[src/rtl/cache_dre_ri_ctrl_pkg.sv]
// Shared types and constants for the DRE (per-byte readable bit) maintenance controller.
package cache_dre_pkg;

  typedef enum logic [1:0] {
    OP_QUERY = 2'd0,
    OP_CLEAR = 2'd1,
    OP_FILL  = 2'd2,
    OP_MERGE = 2'd3
  } dre_op_e;

  typedef enum logic [2:0] {
    ST_INIT = 3'd0,
    ST_IDLE = 3'd1,
    ST_EXEC = 3'd2,
    ST_RD   = 3'd3,
    ST_RMW  = 3'd4
  } dre_state_e;

  localparam logic [7:0] DRE_EMPTY = 8'h00;
  localparam logic [7:0] DRE_FULL  = 8'hFF;

  // Number of sweep writes needed to clear every entry of all four channels.
  function automatic int unsigned init_cycles(input int unsigned addrWidth);
    return 4 * (32'd1 << (addrWidth - 1));
  endfunction

endpackage

[src/rtl/cache_dre_ri_ctrl_if.sv]
// Command/response and ri-side DRE store signals of the maintenance controller.
interface cache_dre_ri_ctrl_if #(
  parameter int ADDR_WIDTH = 8
);
  logic                  cmd_valid;
  logic                  cmd_ready;
  logic [1:0]            cmd_op;
  logic [ADDR_WIDTH-1:0] cmd_addr;
  logic [1:0]            cmd_ch;
  logic [7:0]            cmd_mask;
  logic                  rsp_valid;
  logic [7:0]            rsp_mask;
  logic                  init_done;
  logic                  sel;
  logic [ADDR_WIDTH-1:0] ri_readAddress;
  logic [1:0]            ri_readChannel;
  logic [7:0]            ri_readData;
  logic [ADDR_WIDTH-1:0] ri_writeAddress;
  logic [1:0]            ri_writeChannel;
  logic                  ri_writeEnable;
  logic [7:0]            ri_writeData;

  // Requester side plus the DRE store model (supplies read data).
  modport master (
    output cmd_valid, cmd_op, cmd_addr, cmd_ch, cmd_mask, ri_readData,
    input  cmd_ready, rsp_valid, rsp_mask, init_done, sel,
           ri_readAddress, ri_readChannel, ri_writeAddress, ri_writeChannel,
           ri_writeEnable, ri_writeData
  );

  // Controller side.
  modport slave (
    input  cmd_valid, cmd_op, cmd_addr, cmd_ch, cmd_mask, ri_readData,
    output cmd_ready, rsp_valid, rsp_mask, init_done, sel,
           ri_readAddress, ri_readChannel, ri_writeAddress, ri_writeChannel,
           ri_writeEnable, ri_writeData
  );
endinterface

[src/rtl/cache_dre_ri_ctrl.sv]
// DRE maintenance controller: clears the whole store after reset, then serves
// single-entry QUERY/CLEAR/FILL/MERGE commands while owning the store mux (sel).
module cache_dre_ri_ctrl
  import cache_dre_pkg::*;
#(
  parameter int ADDR_WIDTH = 8,
  parameter int NUM_CH     = 4
) (
  input logic               clk,
  input logic               rst_n,
  cache_dre_ri_ctrl_if.slave bus
);

  localparam int CNT_W = ADDR_WIDTH + 2;
  localparam logic [CNT_W-1:0] INIT_END = CNT_W'(init_cycles(ADDR_WIDTH));
  localparam logic [ADDR_WIDTH-1:0] ENTRY_MASK = ~(ADDR_WIDTH'(1));

  localparam logic [2:0] S_INIT = ST_INIT;
  localparam logic [2:0] S_IDLE = ST_IDLE;
  localparam logic [2:0] S_EXEC = ST_EXEC;
  localparam logic [2:0] S_RD   = ST_RD;
  localparam logic [2:0] S_RMW  = ST_RMW;

  if (NUM_CH != 4) begin : gChCheck
    $error("cache_dre_ri_ctrl supports exactly 4 channels");
  end

  logic [2:0]            state;
  logic [CNT_W-1:0]      sweepCnt;
  logic [1:0]            opR;
  logic [ADDR_WIDTH-1:0] addrR;
  logic [1:0]            chR;
  logic [7:0]            maskR;
  logic [7:0]            rspMaskR;
  logic [7:0]            writeDataR;
  logic                  cmdReady;
  logic                  rspValid;
  logic                  initDone;
  logic                  selR;
  logic [ADDR_WIDTH-1:0] readAddrR;
  logic [1:0]            readChR;
  logic [ADDR_WIDTH-1:0] writeAddrR;
  logic [1:0]            writeChR;
  logic                  writeEnR;

  logic [ADDR_WIDTH-1:0] cmdEntry;
  logic [7:0]            cmdWord;
  logic [7:0]            mergeVal;

  // Entry-level address of the incoming command and the word CLEAR/FILL write.
  always_comb begin
    cmdEntry = bus.cmd_addr & ENTRY_MASK;
    cmdWord  = (bus.cmd_op == OP_FILL) ? DRE_FULL : DRE_EMPTY;
  end

  // Read data arrives in the RMW cycle; QUERY passes it through, MERGE ORs the mask in.
  always_comb begin
    mergeVal = bus.ri_readData | ((opR == OP_MERGE) ? maskR : DRE_EMPTY);
  end

  // Main FSM: init sweep, command acceptance and the one-cycle execution states.
  always_ff @(posedge clk or negedge rst_n) begin
    if (!rst_n) begin
      state      <= S_INIT;
      sweepCnt   <= '0;
      opR        <= '0;
      addrR      <= '0;
      chR        <= '0;
      maskR      <= '0;
      rspMaskR   <= '0;
      writeDataR <= '0;
      cmdReady   <= 1'b0;
      rspValid   <= 1'b0;
      initDone   <= 1'b0;
      selR       <= 1'b1;
      readAddrR  <= '0;
      readChR    <= '0;
      writeAddrR <= '0;
      writeChR   <= '0;
      writeEnR   <= 1'b0;
    end else begin
      case (state)
        S_INIT: begin
          if (sweepCnt == INIT_END) begin
            state    <= S_IDLE;
            initDone <= 1'b1;
            cmdReady <= 1'b1;
            selR     <= 1'b0;
            writeEnR <= 1'b0;
          end else begin
            // Channel sits in the low bits so it advances first.
            writeEnR   <= 1'b1;
            writeAddrR <= {sweepCnt[CNT_W-2:2], 1'b0};
            writeChR   <= sweepCnt[1:0];
            writeDataR <= DRE_EMPTY;
            sweepCnt   <= sweepCnt + 1'b1;
          end
        end
        S_IDLE: begin
          if (bus.cmd_valid) begin
            cmdReady <= 1'b0;
            selR     <= 1'b1;
            opR      <= bus.cmd_op;
            addrR    <= cmdEntry;
            chR      <= bus.cmd_ch;
            maskR    <= bus.cmd_mask;
            if (bus.cmd_op == OP_CLEAR || bus.cmd_op == OP_FILL) begin
              state      <= S_EXEC;
              writeEnR   <= 1'b1;
              writeAddrR <= cmdEntry;
              writeChR   <= bus.cmd_ch;
              writeDataR <= cmdWord;
              rspMaskR   <= cmdWord;
              rspValid   <= 1'b1;
            end else begin
              state     <= S_RD;
              readAddrR <= cmdEntry;
              readChR   <= bus.cmd_ch;
            end
          end
        end
        S_EXEC: begin
          state    <= S_IDLE;
          selR     <= 1'b0;
          writeEnR <= 1'b0;
          rspValid <= 1'b0;
          cmdReady <= 1'b1;
        end
        S_RD: begin
          // Read address stays put: the RAM applies channel select after its register.
          state      <= S_RMW;
          writeEnR   <= (opR == OP_MERGE);
          writeAddrR <= addrR;
          writeChR   <= chR;
          rspValid   <= 1'b1;
        end
        S_RMW: begin
          state      <= S_IDLE;
          rspMaskR   <= mergeVal;
          writeDataR <= mergeVal;
          rspValid   <= 1'b0;
          writeEnR   <= 1'b0;
          selR       <= 1'b0;
          cmdReady   <= 1'b1;
        end
        default: begin
          state    <= S_INIT;
          sweepCnt <= '0;
          selR     <= 1'b1;
          writeEnR <= 1'b0;
          cmdReady <= 1'b0;
          rspValid <= 1'b0;
        end
      endcase
    end
  end

  assign bus.cmd_ready       = cmdReady;
  assign bus.rsp_valid       = rspValid;
  assign bus.rsp_mask        = (state == S_RMW) ? mergeVal : rspMaskR;
  assign bus.init_done       = initDone;
  assign bus.sel             = selR;
  assign bus.ri_readAddress  = readAddrR;
  assign bus.ri_readChannel  = readChR;
  assign bus.ri_writeAddress = writeAddrR;
  assign bus.ri_writeChannel = writeChR;
  assign bus.ri_writeEnable  = writeEnR;
  assign bus.ri_writeData    = (state == S_RMW) ? mergeVal : writeDataR;

endmodule

[src/flat_wrapper.sv]
// flat-port wrapper written by rule: the top's interface ports become plain ports
module cache_dre_ri_ctrl_flat import cache_dre_pkg::*;
#(
  parameter int ADDR_WIDTH = 8,
  parameter int NUM_CH     = 4
)
  (clk, rst_n, bus_cmd_valid, bus_cmd_op, bus_cmd_addr, bus_cmd_ch, bus_cmd_mask, bus_ri_readData, bus_cmd_ready, bus_rsp_valid, bus_rsp_mask, bus_init_done, bus_sel, bus_ri_readAddress, bus_ri_readChannel, bus_ri_writeAddress, bus_ri_writeChannel, bus_ri_writeEnable, bus_ri_writeData);
  cache_dre_ri_ctrl_if #(.ADDR_WIDTH(ADDR_WIDTH)) bus_i ();
  input logic clk;
  input logic rst_n;
  input wire logic [$bits(bus_i.cmd_valid)-1:0] bus_cmd_valid;
  input wire logic [$bits(bus_i.cmd_op)-1:0] bus_cmd_op;
  input wire logic [$bits(bus_i.cmd_addr)-1:0] bus_cmd_addr;
  input wire logic [$bits(bus_i.cmd_ch)-1:0] bus_cmd_ch;
  input wire logic [$bits(bus_i.cmd_mask)-1:0] bus_cmd_mask;
  input wire logic [$bits(bus_i.ri_readData)-1:0] bus_ri_readData;
  output wire logic [$bits(bus_i.cmd_ready)-1:0] bus_cmd_ready;
  output wire logic [$bits(bus_i.rsp_valid)-1:0] bus_rsp_valid;
  output wire logic [$bits(bus_i.rsp_mask)-1:0] bus_rsp_mask;
  output wire logic [$bits(bus_i.init_done)-1:0] bus_init_done;
  output wire logic [$bits(bus_i.sel)-1:0] bus_sel;
  output wire logic [$bits(bus_i.ri_readAddress)-1:0] bus_ri_readAddress;
  output wire logic [$bits(bus_i.ri_readChannel)-1:0] bus_ri_readChannel;
  output wire logic [$bits(bus_i.ri_writeAddress)-1:0] bus_ri_writeAddress;
  output wire logic [$bits(bus_i.ri_writeChannel)-1:0] bus_ri_writeChannel;
  output wire logic [$bits(bus_i.ri_writeEnable)-1:0] bus_ri_writeEnable;
  output wire logic [$bits(bus_i.ri_writeData)-1:0] bus_ri_writeData;
  assign bus_i.cmd_valid = bus_cmd_valid;
  assign bus_i.cmd_op = bus_cmd_op;
  assign bus_i.cmd_addr = bus_cmd_addr;
  assign bus_i.cmd_ch = bus_cmd_ch;
  assign bus_i.cmd_mask = bus_cmd_mask;
  assign bus_i.ri_readData = bus_ri_readData;
  assign bus_cmd_ready = bus_i.cmd_ready;
  assign bus_rsp_valid = bus_i.rsp_valid;
  assign bus_rsp_mask = bus_i.rsp_mask;
  assign bus_init_done = bus_i.init_done;
  assign bus_sel = bus_i.sel;
  assign bus_ri_readAddress = bus_i.ri_readAddress;
  assign bus_ri_readChannel = bus_i.ri_readChannel;
  assign bus_ri_writeAddress = bus_i.ri_writeAddress;
  assign bus_ri_writeChannel = bus_i.ri_writeChannel;
  assign bus_ri_writeEnable = bus_i.ri_writeEnable;
  assign bus_ri_writeData = bus_i.ri_writeData;
  cache_dre_ri_ctrl #(.ADDR_WIDTH(ADDR_WIDTH), .NUM_CH(NUM_CH)) u_core (.clk(clk), .rst_n(rst_n), .bus(bus_i));
endmodule
[config.mk]
export PLATFORM = sky130hd
export DESIGN_NAME = cache_dre_ri_ctrl_flat
export DESIGN_NICKNAME = d
export VERILOG_FILES = /design/src/rtl/cache_dre_ri_ctrl_pkg.sv /design/src/rtl/cache_dre_ri_ctrl_if.sv /design/src/rtl/cache_dre_ri_ctrl.sv /design/src/flat_wrapper.sv
export SDC_FILE = /design/constraint.sdc
export NUM_CORES = 1
export LEC_CHECK = 0
export CORE_MARGIN = 2
export CORE_UTILIZATION = 49
export DETAILED_ROUTE_END_ITERATION = 12
export GPL_ROUTABILITY_DRIVEN = 0
export HOLD_SLACK_MARGIN = 0.05
export PLACE_DENSITY = 0.86
export SYNTH_ARGS = -nofsm -noshare
export SYNTH_HDL_FRONTEND = slang
export SYNTH_SLANG_ARGS = --single-unit
[constraint.sdc]
create_clock -name clk -period 4.15 [get_ports clk]
set_clock_uncertainty 0.1 [all_clocks]
set_input_delay 0.6225 -clock clk [delete_from_list [all_inputs] [get_ports clk]]
set_output_delay 0.6225 -clock clk [all_outputs]
set_load 0.005 [all_outputs]
==> flow_metrics.py <==
metrics = {
    "status": {
        "status": "complete, no violations",
    },
    "clock_network": {
        "cts_tree": "yes",
        "clk_pin_slew_worst_paths_ns": 0.07,
        "clk_latency_ns": 0.36,
        "cts_max_level": 3,
        "cts_hold_buf": 0,
        "post_cts_resized": 0,
        "numCtsBuffers": 9,
        "ctsLongestPathBuffers": 2,
        "cts_root_buffer": "clkbuf_8",
        "cts.sinks": 71,
        "cts_setup_buffers": 0,
    },
    "logic_synthesis": {
        "ys_seq_area_share_pct": 50.61,
        "synth-main-ff-cell": "dfrtp_1",
        "synthMuxAreaShare_pct": 16.60,
        "syn_area_um2": 3513,
        "synthCells": 321,
        "synth-seq-cells": 71,
        "synth_async_sr_flop_share_pct": 100.0,
        "yosys_warnings": 0,
        "synth_compound_area_share_pct": 16.06,
        "synth_area_per_cell_um2": 10.95,
        "synth_top_family_by_area": "multiplexers",
        "yosys.area_share.simple_pct": 11.11,
        "synth_xor_area_share_pct": 0,
        "synth-adder-area-share_pct": 1.068,
        "synth_edf_count": 0,
        "yosysUniqueCellTypes": 51,
    },
    "setup_path": {
        "cp.arrival_ns": 2.78,
        "crit_path_end_kind": "output port",
        "path_buf_inv": 1,
        "crit_chain": "nand2_1, a21boi_0, clkdlybuf4s50_1",
        "worst_ep_required_time_ns": 3.43,
        "crit_slowest_cell": "dfrtp_1",
        "cp_num_cells": 3,
        "startpoint": "u_core.state[2]",
        "critPathMaxStageDelay_ns": 0.86,
        "reg2reg_depth": 4,
        "crit_family": "flip-flops",
        "crit_fanout": 27,
        "r2r_start": "u_core.state[2]",
        "start_kind": "register",
        "path_class": "reg2out",
    },
    "drt": {
        "num_vias": 2737,
        "firstDrtPassIters": 5,
        "drtIter0Drc": 285,
        "finalWirelength_um": 8117,
        "ant_nets": 0,
        "drc": 0,
        "routedWlPerCell_um": 16.67,
        "viasPerCell": 5.620,
    },
    "global_route": {
        "track_usage_pct": 22.27,
        "grt_pass1_vias": 2726,
        "grt_pass1_wl_um": 13090,
        "grt_antenna_before_repair": 0,
        "grt_max_degree": 46,
        "grt-ovfl-total": 0,
    },
    "power_and_ir_drop": {
        "leakagePower_uw": 0.002119,
        "finalPower_uw": 1297,
        "comb_power_share_pct": 4.2,
        "irDropWorstVdd_mv": 0.1757,
        "switching_share_pct": 21.86,
        "power.internal_uw": 1014,
        "p_per_area_nw_per_um2": 292.2,
        "p_switching_uw": 283.6,
        "seqPwrFrac_pct": 53.3,
        "clockPowerShare_pct": 42.5,
    },
    "sta": {
        "max_freq_mhz": 285.9,
        "rsz0062_at_grt": "false",
        "timing.final.crit_share_pct": 84.28,
        "slew_headroom_pct": 33.17,
        "slew_violations": 0,
        "worstMarginPinSlew_ns": 1.002,
        "fin_setup_tns_ns": 0,
        "period_needed_ns": 3.498,
        "hold_viol_final": 0,
        "setup-violations-final": 0,
    },
    "layout": {
        "final_cell_mix": "dfrtp_1, clkdlybuf4s50_1, mux2_2",
        "utilization_pct": 64.63,
        "areaGrowthSynthToFinish_pct": 26.35,
        "layout_commonest_cell": "dfrtp_1",
        "nets": 420,
        "drive_gt1_share_pct": 16.62,
        "diodes": 0,
        "fin_area_um2": 4439,
        "layout.cells.non_filler": 487,
        "fill_cells": 499,
    },
    "worst_hold_path": {
        "hp-class": "in2async",
    },
    "floorplan": {
        "initial_core_util_pct": 51.15,
        "dieArea_um2": 7863,
        "ioPinCount": 72,
        "fp.dieH_um": 88.68,
        "die_w_um": 88.68,
        "coreArea_um2": 6869,
        "fp-row-count": 30,
    },
    "place": {
        "placed_cell_area_um2": 4248,
        "io_buffer_count": 68,
        "dp_hpwl_um": 5655,
        "dpl.cell_count": 471,
    },
    "run": {
        "cap_violations": 0,
    },
}
final timing paths:
path,to,slack [ns]
min reg2reg,u_core.bus.init_done,0.37
max,bus_ri_writeData[2],0.65
max in group asynchronous,u_core.opR[1],2.70
max reg2reg,u_core.writeDataR[6],1.52
min,u_core.bus.ri_readAddress[4],0.33
min in group clk,u_core.bus.init_done,0.37
registers in the layout, indices dropped and copies added (netlist names), 2 cells and up:
signal / cells
u_core.addrR: 7
u_core.opR: 2
u_core.bus.ri_readChannel: 2
u_core.maskR: 8
u_core.bus.ri_readAddress: 7
u_core.chR: 2
u_core.sweepCnt: 10
u_core.rspMaskR: 8
u_core.state: 3
u_core.bus.ri_writeChannel: 2
u_core.writeDataR: 8
u_core.bus.ri_writeAddress: 7
power by group through the flow:
stage | Sequential (µW) | Combinational [µW] | Clock [µW]
finish | 692 | 54.1 | 552
global route | 691 | 60.2 | 589
floorplan | 705 | 9.96 | 0
CTS | 692 | 55.1 | 556
detailed placement | 705 | 54.8 | 0
global placement | 705 | 53.7 | 0
synthesized netlist by cell type, drive strengths merged, types with 8 or more instances:
master	n	share of area, %
a21oi	20	2.8
nor3	8	1.3
clkbuf	8	0.85
mux2i	17	4.8
a21o	10	2.1
nor2	22	2.4
mux2	36	12
nand2	22	2.4
a22o	8	2.0
buf	10	1.8
o21ai	18	2.6
dfrtp	70	50
inv	16	1.7
area by class of cell:
| class | instances | area (µm²) | share of cell area [%] |
|---|---|---|---|
| Multi-Input combinational cell | 216 | 1588 | 35.77 |
| Sequential cell | 71 | 1778 | 40.05 |
| Tap cell | 96 | 120.1 | 2.706 |
| Timing Repair Buffer | 71 | 698.2 | 15.73 |
| Clock inverter | 3 | 42.54 | 0.9583 |
| Clock buffer | 13 | 148.9 | 3.354 |
| Inverter | 17 | 63.81 | 1.437 |
per-layer routing:
layer | up-vias | wire (µm) | GRT usage (%)
met5 | - | 0 | 0
li1 | 1276 | - | -
met4 | 0 | 221 | 12.53
met1 | 1349 | 3425 | 28.17
met2 | 95 | 4077 | 35.89
met3 | 17 | 392 | 4.291
metrics by stage:
| step | hold slack [ns] | setup WS (ns) |
|---|---|---|
| after floorplan | 0.2269 | 1.944 |
| after detailed placement | 0.3636 | 1.017 |
| after global placement | 0.3776 | 1.119 |
| after CTS | 0.3537 | 0.6641 |
| final | 0.3344 | 0.6525 |
| after global routing | 0.4059 | 0.4476 |
cells by family (layout without fill, tap and decap cells):
family / count (synthesis) / in the layout
AOI/OAI and AO/OA: 82 / 82
DFF: 71 / 71
buffers and inverters: 35 / 104
other: 1 / 2
adders and majority gates: 3 / 3
muxes: 53 / 53
and+or+nand+nor: 76 / 76
Power figures use the tool's default switching activity.
